==> src/rtl/cpu_pkg.sv <==
// rtl/cpu_pkg.sv - shared encodings for the 5-stage CPU pipeline control
// Purpose: PC source encodings decoded in ID and the hazard controller FSM
// state encoding. No ports; imported with import cpu_pkg::*.
package cpu_pkg;

    localparam logic [2:0] PC_SEQ   = 3'd0;
    localparam logic [2:0] PC_BR    = 3'd1;
    localparam logic [2:0] PC_J     = 3'd2;
    localparam logic [2:0] PC_JR    = 3'd3;
    localparam logic [2:0] PC_ILLOP = 3'd4;
    localparam logic [2:0] PC_XADR  = 3'd5;

    typedef enum logic [1:0] {
        ST_RUN     = 2'd0,
        ST_MEMWAIT = 2'd1,
        ST_TOUT    = 2'd2
    } hz_state_t;

endpackage

==> src/rtl/hazard_perf_cnt.sv <==
// rtl/hazard_perf_cnt.sv - pair of wrapping event counters with enables
// Purpose: two independent free-running counters that wrap modulo 2^W.
// Ports:
//   clk, reset (async, active-low)
//   en_a, en_b   : increment the matching counter this cycle
//   cnt_a, cnt_b : current counter values
module hazard_perf_cnt #(
    parameter int W = 32
) (
    input  logic         clk,
    input  logic         reset,
    input  logic         en_a,
    input  logic         en_b,
    output logic [W-1:0] cnt_a,
    output logic [W-1:0] cnt_b
);

    always_ff @(posedge clk or negedge reset) begin
        if (!reset) begin
            cnt_a <= '0;
            cnt_b <= '0;
        end else begin
            if (en_a) cnt_a <= cnt_a + 1'b1;
            if (en_b) cnt_b <= cnt_b + 1'b1;
        end
    end

endmodule

==> src/rtl/hazard_ctrl.sv <==
// rtl/hazard_ctrl.sv - pipeline hazard, flush and memory-wait controller
// Purpose: selects stall/flush/freeze controls for the 5-stage pipeline,
// tracks multi-cycle data-memory waits with a watchdog, and counts
// load-use bubbles and branch/jump/exception flushes.
// Ports:
//   clk, reset (async, active-low)
//   Rs_ID, Rt_ID, PCSrc_ID           : instruction currently in ID
//   MemRd_ID_EX, Rt_ID_EX, PCSrc_ID_EX, ALUOut0_EX : instruction in EX
//   mem_req, mem_ready               : EX/MEM data memory handshake
//   PC_write, IF_ID_write            : 1 = register advances
//   IF_ID_flush, ID_EX_flush         : zero the stage register
//   pipe_freeze                      : hold ID/EX, EX/MEM, MEM/WB
//   mem_timeout                      : sticky watchdog flag
//   stall_cnt, flush_cnt             : performance counters
//   state                            : FSM state for debug
module hazard_ctrl
    import cpu_pkg::*;
#(
    parameter int WAIT_MAX = 16,
    parameter int CNT_W    = 32
) (
    input  logic             clk,
    input  logic             reset,
    input  logic [4:0]       Rs_ID,
    input  logic [4:0]       Rt_ID,
    input  logic [2:0]       PCSrc_ID,
    input  logic             MemRd_ID_EX,
    input  logic [4:0]       Rt_ID_EX,
    input  logic [2:0]       PCSrc_ID_EX,
    input  logic             ALUOut0_EX,
    input  logic             mem_req,
    input  logic             mem_ready,
    output logic             PC_write,
    output logic             IF_ID_write,
    output logic             IF_ID_flush,
    output logic             ID_EX_flush,
    output logic             pipe_freeze,
    output logic             mem_timeout,
    output logic [CNT_W-1:0] stall_cnt,
    output logic [CNT_W-1:0] flush_cnt,
    output logic [1:0]       state
);

    localparam int WCNT_W = (WAIT_MAX > 2) ? $clog2(WAIT_MAX) : 1;
    localparam logic [WCNT_W-1:0] WAIT_LAST = WCNT_W'(WAIT_MAX - 1);

    hz_state_t         state_q, state_d;
    logic [WCNT_W-1:0] wait_cnt, wait_cnt_d;
    logic              tout_set;
    logic              freeze, br_taken, load_use, jump;
    logic              stall_en, flush_en;

    always_ff @(posedge clk or negedge reset) begin
        if (!reset) begin
            state_q     <= ST_RUN;
            wait_cnt    <= '0;
            mem_timeout <= 1'b0;
        end else begin
            state_q  <= state_d;
            wait_cnt <= wait_cnt_d;
            if (tout_set) mem_timeout <= 1'b1;
        end
    end

    always_comb begin
        state_d     = state_q;
        wait_cnt_d  = wait_cnt;
        tout_set    = 1'b0;
        PC_write    = 1'b1;
        IF_ID_write = 1'b1;
        IF_ID_flush = 1'b0;
        ID_EX_flush = 1'b0;
        pipe_freeze = 1'b0;
        stall_en    = 1'b0;
        flush_en    = 1'b0;

        // A memory access that does not complete this cycle freezes the
        // pipe even before the FSM has left RUN.
        freeze   = (state_q != ST_RUN) | (mem_req & ~mem_ready);
        br_taken = (PCSrc_ID_EX == PC_BR) & ALUOut0_EX;
        // $0 is never a real dependency, so loads into it never stall.
        load_use = MemRd_ID_EX & (Rt_ID_EX != 5'd0) &
                   ((Rt_ID_EX == Rs_ID) | (Rt_ID_EX == Rt_ID));
        case (PCSrc_ID)
            PC_J, PC_JR, PC_ILLOP, PC_XADR: jump = 1'b1;
            PC_SEQ, PC_BR:                  jump = 1'b0;
            default:                        jump = 1'b0;
        endcase

        case (state_q)
            ST_RUN: begin
                if (mem_req & ~mem_ready) begin
                    state_d    = ST_MEMWAIT;
                    wait_cnt_d = '0;
                end
            end
            ST_MEMWAIT: begin
                if (mem_ready) begin
                    state_d = ST_RUN;
                end else if (wait_cnt == WAIT_LAST) begin
                    state_d  = ST_TOUT;
                    tout_set = 1'b1;
                end else begin
                    wait_cnt_d = wait_cnt + 1'b1;
                end
            end
            ST_TOUT: begin
                // Wait counter holds at its last value here.
                if (mem_ready) state_d = ST_RUN;
            end
            default: state_d = ST_RUN;
        endcase

        // Controls are forced to their RUN/no-hazard values in reset so the
        // pipeline sees a clean idle state regardless of the inputs.
        if (reset) begin
            if (freeze) begin
                pipe_freeze = 1'b1;
                PC_write    = 1'b0;
                IF_ID_write = 1'b0;
            end else if (br_taken) begin
                // The dependent instruction in ID is squashed, so a
                // simultaneous load-use never costs a bubble.
                IF_ID_flush = 1'b1;
                ID_EX_flush = 1'b1;
                flush_en    = 1'b1;
            end else if (load_use) begin
                PC_write    = 1'b0;
                IF_ID_write = 1'b0;
                ID_EX_flush = 1'b1;
                stall_en    = 1'b1;
            end else if (jump) begin
                IF_ID_flush = 1'b1;
                flush_en    = 1'b1;
            end
        end
    end

    assign state = state_q;

    hazard_perf_cnt #(
        .W (CNT_W)
    ) u_perf_cnt (
        .clk   (clk),
        .reset (reset),
        .en_a  (stall_en),
        .en_b  (flush_en),
        .cnt_a (stall_cnt),
        .cnt_b (flush_cnt)
    );

endmodule

==> config.mk <==
export PLATFORM = sky130hd
export DESIGN_NAME = hazard_ctrl
export DESIGN_NICKNAME = d
export VERILOG_FILES = /design/src/rtl/cpu_pkg.sv /design/src/rtl/hazard_perf_cnt.sv /design/src/rtl/hazard_ctrl.sv
export SDC_FILE = /design/constraint.sdc
export NUM_CORES = 1
export LEC_CHECK = 0
export BUFFER_PORTS_ARGS = -buffer_cell sky130_fd_sc_hd__buf_4
export CORE_MARGIN = 8
export CORE_UTILIZATION = 55
export DETAILED_ROUTE_END_ITERATION = 16
export PLACE_DENSITY = 0.91
export REMOVE_ABC_BUFFERS = 1
export SLEW_MARGIN = 20
export SYNTH_ARGS = -nofsm -noshare
export SYNTH_HDL_FRONTEND = slang
export SYNTH_SLANG_ARGS = --single-unit
==> constraint.sdc <==
create_clock -name clk -period 4.25 [get_ports clk]
set_input_delay 0.425 -clock clk [delete_from_list [all_inputs] [get_ports clk]]
set_output_delay 0.425 -clock clk [all_outputs]
set_load 0.01 [all_outputs]
==> results_dict.tcl, run 1 <==
set metrics [dict create \
    status "complete, no violations" \
    swShare_pct 27.1 \
    combinationalPowerShare_pct 13.7 \
    grt_pass1_wl_um 14400 \
    drtAntennaViolNets 0 \
    hpwl_um 6400 \
    gp_congestion 0.769 \
    firstDrtPassIters 4 \
    ys.flop_type "dfrtp_1" \
    synthSimpleGateAreaFrac_pct 24.2 \
    diodes 0 \
    wirelength_um 8650 \
    ys_top_cells_by_area "dfrtp_1, xnor2_1, xor2_1, nand3_1, and3_1" \
    cp.required_ps 4520 \
    clk_latency_ps 340 \
    worst-path-max-fanout 11 \
    multiInputGateArea_sq_um 1730 \
    track_usage_pct 18.5 \
    synth_seq_cells 71 \
    max_freq_ghz 0.393 \
    die_h_um 96.9 \
    synth_top_family_by_area "simple AND/OR/NAND/NOR gates" \
    numCtsBuffers 9 \
    p_sw_mw 0.429 \
    r2r-start "u_perf_cnt.cnt_b[7]" \
    synth_top_area_cell "dfrtp_1" \
    finalMaxSlewViolations 0 \
    critPathLaunchType "flop" \
    tns_ps 0 \
    fin_cells 521 \
    placementRows 29 \
    nFillCells 463 \
    critical_path_class "flop to flop" \
    synthArstFlopShare_pct 100 \
    area_growth_pct 27.5 \
    yosys.area_share.xor_xnor_pct 17.7 \
    vias 2909 \
    root_buffer "clkbuf_8" \
    max-vdd-ir-drop_mv 0.325 \
    numClockSinks 71 \
    hold_viol_final 0 \
    leakagePower_nw 2.35 \
    fin_skew_ps 9.69 \
    p_seq_share_pct 48.2 \
    crit_arrival_ps 2820 \
    cts_setup_buffers 0 \
    slew_headroom_pct 31.6 \
    tightestPinTransition_ps 1020 \
    endpoint_kind "flop" \
    port_buffers 97 \
    grt_max_degree 45 \
    period_share_pct 59.9 \
    ff2ff_path_depth 6 \
    clk_pin_slew_ps 80 \
    synth_area_sq_um 3600 \
    dpl_cell_area_sq_um 4370 \
    period_needed_ps 2550 \
    dr.first_iter.drc_count 104 \
    synth_area_per_cell_sq_um 10.5 \
    ys.warnings.count 0 \
    finalNetCount 469 \
    antenna_found_initial 0 \
    cts.repair.resized 0 \
    synthCells 342 \
    register_area_sq_um 1780 \
    post_drt_wl_per_cell_um 16.6 \
    setup_viol 0 \
    ys_seq_area_share_pct 49.3 \
    rsz0062_at_grt "no" \
    min_path_type "input port to asynchronous set/reset pin" \
    synthAdderAreaFrac_pct 1.04 \
    synth_most_common_cell "dfrtp_1" \
    dp.cells 505 \
    drive_gt1_share_pct 28.6 \
    synth.top_cells.by_count "dfrtp_1, xnor2_1, xor2_1" \
    final_area_sq_um 4590 \
    p_int_mw 1.15 \
    powerDensity_nw_per_um2 344 \
    maxCapViolCount 0 \
    cts_tree "built" \
    cts-hold-fix-buffers 0 \
    first_global_vias 2885 \
    synth_top_cell_area_share_pct 49.3 \
    cts-htree-levels 3 \
    cts_buffer_depth 2 \
    clkPwrFrac_pct 38.1 \
    ios 99 \
    core-area_sq_um 6350 \
    synth_compound_area_share_pct 3.82 \
    start_util_pct 56.7 \
    dieArea_sq_um 9400 \
    synth-edff-count 0 \
    r2r_setup_slack_ps 1700 \
    drc_errors 0 \
    via_per_inst 5.58 \
    synth_cell_types 42 \
    muxShareOfSynthArea_pct 1.25 \
    die_w_um 96.9 \
    gr-total-overflow 0 \
    reg2reg_to "u_perf_cnt.cnt_b[28]" \
]
-- area by class of cell --
cell class,count,share of cell area (%)
Inverter,9,0.735
Clock buffer,9,2.70
Timing Repair Buffer,98,16.0
Tap cell,77,2.10
Clock inverter,7,2.07
Multi-Input combinational cell,250,37.7
Sequential cell,71,38.7
-- stage by stage --
stage / hold slack, ps / setup slack (ps) / utilization (%) / power [mW]
global route: 20.4 / 1490 / 72.3 / 1.65
global placement: 379 / 1610 / 68.9 / 0.984
floorplan: 129 / 2120 / - / 0.867
detailed placement: 383 / 1580 / 68.9 / 0.995
finish: 2.34 / 1700 / 72.3 / 1.58
CTS: 3.59 / 1750 / 72.3 / 1.60
-- flip-flops by register name (all words and copies together), names as in the netlist --
signal,count
u_perf_cnt.cnt_b,32
mem_timeout,1
u_perf_cnt.cnt_a,32
wait_cnt,4
state,2
-- metal layers --
metal	global-route usage, %	vias to the layer above	routed length [um]
li1	-	1384	-
met5	0	-	0
met1	22.5	1429	3760
met4	8.52	0	178
met2	30.0	80	4280
met3	4.62	16	427
-- kinds of logic after synthesis --
| kind of cell | Yosys count |
|---|---|
| simple gates | 152 |
| buf+inv | 21 |
| flops | 71 |
| compound gates | 18 |
| mux | 4 |
| xor+xnor | 73 |
| fa+ha+maj | 3 |
-- worst max path at each step --
stage | startpoint | endpoint | depth (start not counted)
3_5_place_dp | Rt_ID_EX[0] | u_perf_cnt.cnt_a[3] | 7
5_1_grt | u_perf_cnt.cnt_b[7] | u_perf_cnt.cnt_b[28] | 6
6_report | u_perf_cnt.cnt_b[7] | u_perf_cnt.cnt_b[28] | 6
2_1_floorplan | u_perf_cnt.cnt_b[7] | u_perf_cnt.cnt_b[28] | 6
4_1_cts | u_perf_cnt.cnt_b[7] | u_perf_cnt.cnt_b[28] | 6
3_3_place_gp | Rt_ID_EX[0] | u_perf_cnt.cnt_a[1] | 6
-- layout by cell type (no fill, tap or decap), types with 4 or more instances in the layout --
cell type,netlist,final
inv_1,9,9
clkbuf_8,0,9
dfrtp_1,71,71
nor3_1,14,14
xnor2_1,39,39
nand3_1,25,25
nor2_1,16,16
xor2_1,34,34
nand4_1,15,15
mux2_2,4,4
and2_1,6,6
buf_4,1,98
and4_1,12,12
and3_1,18,18
o21ai_0,4,4
nand2_1,28,28
-- power by group through the flow --
stage / combinational, mW / clock (mW) / sequential (mW)
finish: 0.217 / 0.601 / 0.761
global route: 0.241 / 0.643 / 0.770
global placement: 0.212 / 0 / 0.772
detailed placement: 0.221 / 0 / 0.774
floorplan: 0.0887 / 0 / 0.779
CTS: 0.222 / 0.615 / 0.760
-- worst max-delay path: stages, from the launching register on --
cell,delay (ps)
dfrtp_1,470
nand4_1,260
nor3_1,890
and3_1,400
nand4_1,120
nor3_1,180
xor2_1,160
No activity file was read; power rests on OpenSTA's default activity.
==> run 2, diff against run 1 <==
--- a/config.mk
+++ b/config.mk
@@ -7,9 +7,9 @@
 export LEC_CHECK = 0
 export BUFFER_PORTS_ARGS = -buffer_cell sky130_fd_sc_hd__buf_4
 export CORE_MARGIN = 8
-export CORE_UTILIZATION = 55
+export CORE_UTILIZATION = 52
 export DETAILED_ROUTE_END_ITERATION = 16
-export PLACE_DENSITY = 0.91
+export PLACE_DENSITY = 0.87
 export REMOVE_ABC_BUFFERS = 1
 export SLEW_MARGIN = 20
 export SYNTH_ARGS = -nofsm -noshare
==> constraint.sdc (replaced) <==
create_clock -name clk -period 2.7 [get_ports clk]
set_input_delay 0.27 -clock clk [delete_from_list [all_inputs] [get_ports clk]]
set_output_delay 0.27 -clock clk [all_outputs]
set_load 0.01 [all_outputs]
==> run 2 against run 1 <==
Against the previous run:
- die area is 4.8% higher
- combinational power is 62% higher
- sequential share of layout area is 0.25 points lower
- via count is 0.79% higher
- first-iteration DRC count is 35% lower
- total power is 53% higher
- cell count is 1.7% higher
- worst setup slack worse by 1300 ps
- final area is 0.65% higher
- critical endpoint is now u_perf_cnt.cnt_b[26]
- largest cell class unchanged
==> results_dict.tcl, run 2 (synthesis results as in run 1) <==
set metrics [dict create \
    status "complete, no violations" \
    setup_viol 0 \
    numCtsBuffers 9 \
    cts-hold-fix-buffers 1 \
    cts-htree-levels 3 \
    finalMaxSlewViolations 0 \
    grt_pass1_wl_um 14700 \
    gr-total-overflow 0 \
    gp_congestion 0.834 \
    grt_max_degree 42 \
    track_usage_pct 18.3 \
    numClockSinks 71 \
    slowest_delay_ps 690 \
    fin_cells 530 \
    leakagePower_nw 2.37 \
    wl_met1_um 3700 \
    start_util_pct 53.3 \
    powerDensity_nw_per_um2 521 \
    die_w_um 99.2 \
    drc_errors 0 \
    hold_slack_ps 110 \
    placementRows 30 \
    area_growth_pct 28.3 \
    period_needed_ps 2300 \
    firstDrtPassIters 7 \
    max-vdd-ir-drop_mv 0.289 \
    rsz0062_at_grt "no" \
    cts_tree "built" \
    via_per_inst 5.53 \
    most-common-layout-cells "buf_4, dfrtp_1, xnor2_1" \
    wirelength_um 8790 \
    place_ws_ps 425 \
    critPathLaunchType "flop" \
    dr.max_layer_used "met4" \
    min_path_type "input port to flop" \
    tightestPinTransition_ps 808 \
    cp.required_ps 2920 \
    slew_headroom_pct 46.1 \
    ff2ff_path_depth 6 \
    ios 99 \
    period_share_pct 85.4 \
    clk_latency_ps 340 \
    clk_pin_slew_ps 80 \
    endpoint_kind "flop" \
    tns_ps 0 \
    worstHoldPathCells 2 \
    final_common_cell "buf_4" \
    wl_met3_um 457 \
    reg.largest.list "u_perf_cnt.cnt_a (32), u_perf_cnt.cnt_b (32), wait_cnt (4)" \
    hpwl_um 6380 \
    worst-path-max-fanout 20 \
    nFillCells 505 \
    final_area_sq_um 4620 \
    first_global_vias 3025 \
    antenna_found_initial 0 \
    met2WireLength_um 4440 \
    root_buffer "clkbuf_8" \
    critical_path_class "flop to flop" \
    vias 2932 \
    final_util_pct 68.4 \
    power_mw 2.41 \
    hold_viol_final 0 \
    drive_gt1_share_pct 29.1 \
    dieArea_sq_um 9850 \
    dr.first_iter.drc_count 68 \
    dpl_cell_area_sq_um 4420 \
    die_h_um 99.2 \
    drtAntennaViolNets 0 \
    fin_ws_ps 395 \
    diodes 0 \
    finalNetCount 475 \
    port_buffers 97 \
    cts_buffer_depth 2 \
    core-area_sq_um 6760 \
    cts_setup_buffers 0 \
    max_freq_ghz 0.434 \
    maxCapViolCount 0 \
    path_cells "nor2_1 -> and2_1 -> a22oi_2 -> o21a_1 -> and4bb_2 -> xor2_1" \
    post_drt_wl_per_cell_um 16.6 \
    cpMaxStageDelayCell "o21a_1" \
    dp.cells 513 \
    fin_skew_ps 6.57 \
    crit_arrival_ps 2530 \
    cts.repair.resized 0 \
]
## run 2: report_power, final
group | internal, mW | total, mW | switching [mW] | leakage (nW)
Combinational | 0.173 | 0.351 | 0.178 | 1.30
Sequential | 1.12 | 1.20 | 0.0807 | 0.962
Clock | 0.453 | 0.857 | 0.405 | 0.0997
Total | 1.75 | 2.41 | 0.664 | 2.37
## run 2: final cells by class
cell class                 instances  area [sq um]  share of cell area [%]
clock buffer                      11           141                    3.06
clock inverter                     5          56.3                    1.22
inverter                           9          33.8                   0.731
multi-input combinational        250          1730                    37.5
sequential                        71          1780                    38.4
tap                               80           100                    2.17
timing repair buffer             104           783                    16.9
## run 2: path summary, 6_finish.rpt
| check | start | endpoint | slack, ps |
|---|---|---|---|
| worst max-delay path | state[0] | u_perf_cnt.cnt_b[26] | 400 |
| min in group asynchronous | reset | u_perf_cnt.cnt_b[4] | 370 |
| worst min-delay path | mem_ready | state[1] | 110 |
| worst max register to register | state[0] | u_perf_cnt.cnt_b[26] | 400 |
| worst min register to register | u_perf_cnt.cnt_a[31] | u_perf_cnt.cnt_a[31] | 470 |
| max in group asynchronous | reset | u_perf_cnt.cnt_b[26] | 1530 |
## run 2: worst max-delay path, delay by kind of cell (launching register included)
family	cells	cell delay (ps)
AOI/OAI and AO/OA	2	900
and+or+nand+nor	3	630
DFF	1	510
xor gates and xnor gates	1	140
## run 2: metal layers
metal	GRT usage [%]	vias up
met5	0	-
met1	21.6	1432
li1	-	1390
met4	8.03	0
met2	30.4	93
met3	5.10	17
